$ cat config.mk
export PLATFORM = sky130hd
export DESIGN_NAME = opponent_rx_decoder
export DESIGN_NICKNAME = d
export VERILOG_FILES = /design/src/rtl/opponent_rx_decoder.sv
export SDC_FILE = /design/constraint.sdc
export NUM_CORES = 1
export LEC_CHECK = 0
export BUFFER_PORTS_ARGS = -buffer_cell sky130_fd_sc_hd__buf_2
export CELL_PAD_IN_SITES_DETAIL_PLACEMENT = 0
export CELL_PAD_IN_SITES_GLOBAL_PLACEMENT = 2
export CORE_ASPECT_RATIO = 0.8
export CORE_MARGIN = 5
export CORE_UTILIZATION = 33
export CTS_BUF_LIST = sky130_fd_sc_hd__clkbuf_4 sky130_fd_sc_hd__clkbuf_8 sky130_fd_sc_hd__clkbuf_16
export CTS_CLUSTER_DIAMETER = 60
export CTS_CLUSTER_SIZE = 40
export DETAILED_ROUTE_END_ITERATION = 10
export GPL_ROUTABILITY_DRIVEN = 0
export PLACE_DENSITY_LB_ADDON = 0.3
export SYNTH_ARGS = -nofsm -noshare
export SYNTH_HDL_FRONTEND = slang
export SYNTH_SLANG_ARGS = --single-unit
$ cat constraint.sdc
create_clock -name clk_in -period 6.9 [get_ports clk_in]
set_input_delay 1.38 -clock clk_in [delete_from_list [all_inputs] [get_ports clk_in]]
set_output_delay 1.38 -clock clk_in [all_outputs]
set_load 0.01 [all_outputs]
$ cat src/rtl/opponent_rx_decoder.sv
// Opponent frame decoder: validates 44-bit frames, holds last good state, debounces remote reset, tracks link timeout.
// Optional saturating good/bad frame statistics enabled with `define OPP_RX_STATS_EN.
module opponent_rx_decoder #(
    parameter int unsigned TIMEOUT_CYCLES = 5_000_000,
    parameter int unsigned RESET_CONFIRM  = 3
) (
    input  logic        clk_in,
    input  logic        rst_in,
    input  logic        axiov_in,
    input  logic [43:0] axiod_in,
    output logic [10:0] opp_x_out,
    output logic [10:0] opp_y_out,
    output logic [8:0]  opp_dir_out,
    output logic [2:0]  opp_game_out,
    output logic        opp_update_out,
    output logic        opp_reset_req_out,
    output logic        link_up_out,
    output logic [15:0] good_cnt_out,
    output logic [15:0] bad_cnt_out
);

    localparam int unsigned TW = $clog2(TIMEOUT_CYCLES + 1);
    localparam int unsigned CW = $clog2(RESET_CONFIRM + 1);
    localparam logic [TW-1:0] TMAX    = TW'(TIMEOUT_CYCLES);
    localparam logic [CW-1:0] CONFIRM = CW'(RESET_CONFIRM);

    typedef struct packed {
        logic [10:0] x;
        logic        rsv32;
        logic [10:0] y;
        logic        rsv20;
        logic [8:0]  dir;
        logic [2:0]  rsv10_8;
        logic [2:0]  game;
        logic        rsv4;
        logic        rst;
        logic [2:0]  rsv2_0;
    } frame_t;

    typedef enum logic {ARMED, FIRED} state_t;

    frame_t          frame;
    logic            frame_ok_c;
    logic            good_c;
    state_t          state, state_nxt;
    logic [CW-1:0]   confirm, confirm_nxt;
    logic [TW-1:0]   timer, timer_nxt;
    logic [10:0]     x_nxt, y_nxt;
    logic [8:0]      dir_nxt;
    logic [2:0]      game_nxt;
    logic            update_nxt, req_nxt, link_nxt;

    assign frame = frame_t'(axiod_in);

    // Reserved bits clear, direction in range, and not an all-zero idle word
    assign frame_ok_c = !frame.rsv32 && !frame.rsv20 && (frame.rsv10_8 == 3'b000)
                      && !frame.rsv4 && (frame.rsv2_0 == 3'b000)
                      && (frame.dir < 9'd360) && (|axiod_in);
    assign good_c = axiov_in && frame_ok_c;

    // Next-state and next-output logic
    always_comb begin
        state_nxt   = state;
        confirm_nxt = confirm;
        timer_nxt   = (timer == TMAX) ? timer : timer + TW'(1);
        x_nxt       = opp_x_out;
        y_nxt       = opp_y_out;
        dir_nxt     = opp_dir_out;
        game_nxt    = opp_game_out;
        update_nxt  = 1'b0;
        req_nxt     = 1'b0;
        link_nxt    = link_up_out;

        if (good_c) begin
            x_nxt      = frame.x;
            y_nxt      = frame.y;
            dir_nxt    = frame.dir;
            game_nxt   = frame.game;
            update_nxt = 1'b1;
            timer_nxt  = '0;
            link_nxt   = 1'b1;
            case (state)
                ARMED: begin
                    if (frame.rst) begin
                        confirm_nxt = confirm + CW'(1);
                        if (confirm + CW'(1) == CONFIRM) begin
                            req_nxt   = 1'b1;
                            state_nxt = FIRED;
                        end
                    end else begin
                        confirm_nxt = '0;
                    end
                end
                FIRED: begin
                    if (!frame.rst) begin
                        confirm_nxt = '0;
                        state_nxt   = ARMED;
                    end
                end
                default: state_nxt = ARMED;
            endcase
        end else if (timer_nxt == TMAX) begin
            link_nxt    = 1'b0;
            confirm_nxt = '0;
            state_nxt   = ARMED;
        end
    end

    // State and output registers
    always_ff @(posedge clk_in or negedge rst_in) begin
        if (!rst_in) begin
            state             <= ARMED;
            confirm           <= '0;
            timer             <= '0;
            opp_x_out         <= '0;
            opp_y_out         <= '0;
            opp_dir_out       <= '0;
            opp_game_out      <= '0;
            opp_update_out    <= 1'b0;
            opp_reset_req_out <= 1'b0;
            link_up_out       <= 1'b0;
        end else begin
            state             <= state_nxt;
            confirm           <= confirm_nxt;
            timer             <= timer_nxt;
            opp_x_out         <= x_nxt;
            opp_y_out         <= y_nxt;
            opp_dir_out       <= dir_nxt;
            opp_game_out      <= game_nxt;
            opp_update_out    <= update_nxt;
            opp_reset_req_out <= req_nxt;
            link_up_out       <= link_nxt;
        end
    end

`ifdef OPP_RX_STATS_EN
    logic bad_c;
    assign bad_c = axiov_in && !frame_ok_c;

    // Saturating frame statistics
    always_ff @(posedge clk_in or negedge rst_in) begin
        if (!rst_in) begin
            good_cnt_out <= '0;
            bad_cnt_out  <= '0;
        end else begin
            if (good_c && (good_cnt_out != 16'hFFFF)) good_cnt_out <= good_cnt_out + 16'd1;
            if (bad_c && (bad_cnt_out != 16'hFFFF))   bad_cnt_out  <= bad_cnt_out + 16'd1;
        end
    end
`else
    assign good_cnt_out = 16'h0000;
    assign bad_cnt_out  = 16'h0000;
`endif

endmodule
* Word level (Yosys, flattened, before mapping) *
Index checks and enable logic that the tools add are counted.

storage, ports and cells
  flip-flop bits (word level) = 63
  input bits = 47
  output and inout bits = 69
  logic and storage cells = 50

cells by class
  add/sub/neg operators = 2
  order comparisons = 1
  equality and inequality tests = 4
  multiplexer cells = 17
  bitwise gates (word level) = 1
  reductions and logical operators = 15

operators with widths
  cell                                            count
  equality test 23 bit (second input constant)    2
  2-to-1 mux 23 bit                               2
  OR reduction 44 bit                             1
  adder 23 x 1 -> 23 bit (second input constant)  1
  < comparator 9 bit (second input constant)      1
  2-to-1 mux 1 bit                                9
  2-to-1 mux 2 bit                                4
  logical AND 1 bit                               7
  logical NOT 3 bit                               2
  one-hot mux 2 bit (2 select lines)              1
  logical NOT 1 bit                               3
  != test 3 bit (second input constant)           1
  adder 2 x 1 -> 2 bit (second input constant)    1
  equality test 2 bit (second input constant)     1
  one-hot mux 1 bit (2 select lines)              1
  AND reduction 2 bit                             1
  nonzero test 2 bit                              1
  inverter 1 bit                                  1

* Depth between registers and ports, before layout *
  word-level depth = 10
  gate-level depth with buffers = 9
  mapped depth without buffers = 9

* Least setup slack after synthesis *
Ideal clock, no wire load.

  path type = input -> register
  start = input port axiod_in[15]
  end = register opp_dir_out[0]
  library setup time = 125 ps
  arrival = 2,834 ps
  data required time = 6,775 ps
  path slack = 3,941 ps
  stages on the path = 6
  buffers on the path = 1
  cells stage by stage = o211a_1 > o21ai_0 > nand4_1 > a41oi_1 > clkbuf_1 > mux2_2

on the way
  cells in the longest elaborated chain, start to end = 4

ends and longest elaborated chain
  element                RTL line  source
  from (decl)            10        input logic [43:0] axiod_in,
  < comparator 9 bit     58        && (frame.dir < 9'd360) && (|axiod_in);
  logical AND 1 bit      58
  logical AND 1 bit (*)  58
  logical AND 1 bit (*)  59        assign good_c = axiov_in && frame_ok_c;
  to (signal assigned)   128       opp_dir_out <= dir_nxt;
  to (decl)              13        output logic [8:0] opp_dir_out,

Every way passes the cells marked *; elsewhere a longest branch is shown, timed or not.
A chain may end at the register's enable or synchronous reset.

* Final worst setup path *
  start = input port axiod_in[15]
  end = register confirm[0]

on the way
  cells in the longest elaborated chain, start to end = 6

ends and longest elaborated chain
  element                                                               RTL line  source
  < comparator 9 bit                                                    58
  logical AND 1 bit                                                     58
  logical AND 1 bit (*)                                                 58
  logical AND 1 bit (*)                                                 59
  != test 3 bit (no source line) or nonzero test 2 bit (tied branches)  --
  AND reduction 2 bit (no source line)                                  --
  to (signal assigned)                                                  124       confirm <= confirm_nxt;
  to (decl)                                                             46        logic [CW-1:0] confirm, confirm_nxt;

Marks and branches as above.

==> metrics <==
CP cell instances=buf_2, o211a_1, o21ai_0, nand4_1, a41oi_4, buf_4, inv_1, o41ai_2, o22ai_1; num ports=116; post-synthesis sequential area ratio=0.458; vias in the first global route=~2700; Mean Syn Cell Area=between 10 and 15 sq um; most frequent cells in the layout=83 x buf_2, 63 x dfrtp_1, 35 x nor2_1; Synth Flop Type=dfrtp_1; Hold Vio Cnt, Final=0; FF+latch count, synth=63; yosys warns=0; worst path required time=~7.1 ns; Worst Tran Pin Value=around 0.83 ns; GR Util All Layers=0.139; initial antenna violation count=0; post-cts gate resize count=0; Cell Rows=33; Die X=124 um; Max rail drop VDD=about 0.00012 V; Setup Buffers After CTS=0; Max Cap Violations=0; CTS root buf=clkbuf_16; CTS tree=done; Die Ht=101 um; DRT antenna net count=0; max incr delay on CP=around 0.62 ns; Max Freq=approximately 330 MHz; DRC=0; relative slew slack=0.446; 1st-pass router iterations=4; final period utilization=0.443; CP startpoint kind=input port; total wire length=approximately 8600 um; top cell family by delay on the critical path=buffers and inverters; Worst Hold Class=reg -> reg; antenna cells=0; reg2reg start=timer[1]; share of layout cells above drive strength 1=0.341; Pwr Density=around 240 mW/mm^2; vias per cell=around 4.8; run status=complete, no violations; Post-Syn Area=~0.0034 sq mm; Critical Setup Path Class=in -> reg; first-pass GRT wire length=between 10000 and 15000 um; Sum Neg Setup Slack=0 ns; min Tclk post-route=approximately 3.1 ns; CP max stage cell=buf_4; post-synthesis instance total=337; CTS clk-pin slew, worst paths=0.05 ns; Final Util=0.406; critical path peak fanout=59; hold-fix buffer count after cts=0; drt wl/cell=roughly 15 um; Worst Skew=roughly 0.0057 ns; Initial Util=0.336; most common cell after layout, fill and taps aside=buf_2; global route hottest layer=met2; EDFF count, synth=0; Synth cell types=50; Total Die Area=between 0.01 and 0.015 sq mm; DRT iter0 DRCs=97; GRT met3 Usage=0.0627; CTS buffer count=9; crit path from=axiod_in[15]; RSZ-0062 raised after global routing=false; ys async rst share=1.00; kind of end point of the critical path=flop; H-tree depth=3; Slew Limit Fails=0; nets@finish=~470; DPL Wire Length=about 6300 um; GR Overflow Total=0; routing usage on met1=0.188; Clock Latency Late Sink=0.32 ns; Max Root-Sink Buffers=2; Lkg Pwr=2.04 nW; CP arrival=3.25 ns; pin count of the biggest net entering global routing=64; PortBufs=83; vias=~2700; synthesis-to-finish area growth=20.7%; HP Start=opp_x_out[4]; Sink Count=63; power consumption=~980 uW; M2 GR Usage=0.205; final hold slack=roughly 0.50 ns; WP buf/inv=3; Core Box Area=approximately 0.01 sq mm; Final setup viols=0
==> path summary, 6_finish.rpt <==
path | slack (ns) | cells past startpoint | end
worst min register to register | 0.50 | 1 | opp_x_out[4]
worst max register to register | 4.02 | 8 | confirm[0]
worst min-delay path | 0.50 | 1 | opp_x_out[4]
min in group asynchronous | 1.24 | 2 | timer[4]
worst max-delay path | 3.84 | 9 | confirm[0]
max in group asynchronous | 5.11 | 2 | opp_game_out[2]
==> cells in the mapped netlist (2+ instances only) <==
cell | instances | area (sq um)
xor2_1 | 14 | 123
buf_4 | 33 | 248
nor2_1 | 35 | 131
clkbuf_1 | 9 | 33.8
inv_1 | 12 | 45.0
xnor2_1 | 10 | 87.6
nor3_1 | 4 | 20.0
buf_2 | 5 | 25.0
nand3_2 | 2 | 20.0
nor3b_1 | 2 | 15.0
or3_1 | 3 | 18.8
a211o_1 | 2 | 17.5
mux2i_1 | 2 | 20.0
buf_1 | 2 | 7.51
mux2_2 | 34 | 383
and4_1 | 2 | 17.5
a21oi_1 | 4 | 20.0
dfrtp_1 | 63 | 1580
ha_1 | 3 | 37.5
nor4_1 | 15 | 93.8
nand4_1 | 14 | 87.6
o21ai_0 | 5 | 25.0
nand2_1 | 17 | 63.8
nor2b_1 | 2 | 12.5
and3_1 | 4 | 25.0
nand3_1 | 10 | 50.1
nor4b_1 | 2 | 17.5
nor4bb_1 | 2 | 20.0
o22ai_1 | 4 | 25.0
==> through the flow <==
| stage | instance area (sq um) | setup WS, ns | instances |
|---|---|---|---|
| after floorplan | 3560 | 3.94 | 368 |
| after global placement | 3870 | 3.50 | 544 |
| after detailed placement | 3870 | 3.47 | 544 |
| after CTS | 4160 | 3.81 | 559 |
| after global routing | 4160 | 3.67 | 559 |
| final | 4160 | 3.84 | 559 |
==> layout make-up <==
cell class	instances	area (sq um)
clock buffer	9	225
clock inverter	6	62.6
fill	1089	6080
inverter	12	45.0
multi-input combinational	244	1640
sequential	63	1580
tap	140	175
timing repair buffer	85	430
==> registers in the layout (all words and copies together) (netlist names) <==
signal	cells
opp_x_out	11
opp_reset_req_out	1
state	1
link_up_out	1
timer	23
opp_game_out	3
opp_dir_out	9
confirm	2
opp_y_out	11
opp_update_out	1
==> routing by layer <==
| metal | part of all wire | vias to the layer above |
|---|---|---|
| met5 | 0 | - |
| met4 | 0.011 | 0 |
| met3 | 0.091 | 6 |
| met2 | 0.42 | 109 |
| met1 | 0.47 | 1289 |
| li1 | - | 1280 |
==> where the power goes <==
group	switching, mW	total, mW	leakage, nW	internal, mW
Sequential	0.0508	0.445	0.847	0.394
Combinational	0.0567	0.103	1.05	0.0460
Clock	0.160	0.437	0.145	0.276
Total	0.268	0.985	2.04	0.717
==> cell families (layout without fill, tap and decap cells) <==
group	Yosys count	count (layout)	share of synthesized area
simple gates	123	123	0.194
other cells	1	32	0.00109
compound gates	26	26	0.0541
buf+inv	61	112	0.104
flops	63	63	0.458
xor+xnor	24	24	0.0610
fa+ha+maj	3	3	0.0109
mux	36	36	0.117
Power figures use the tool's default switching activity.
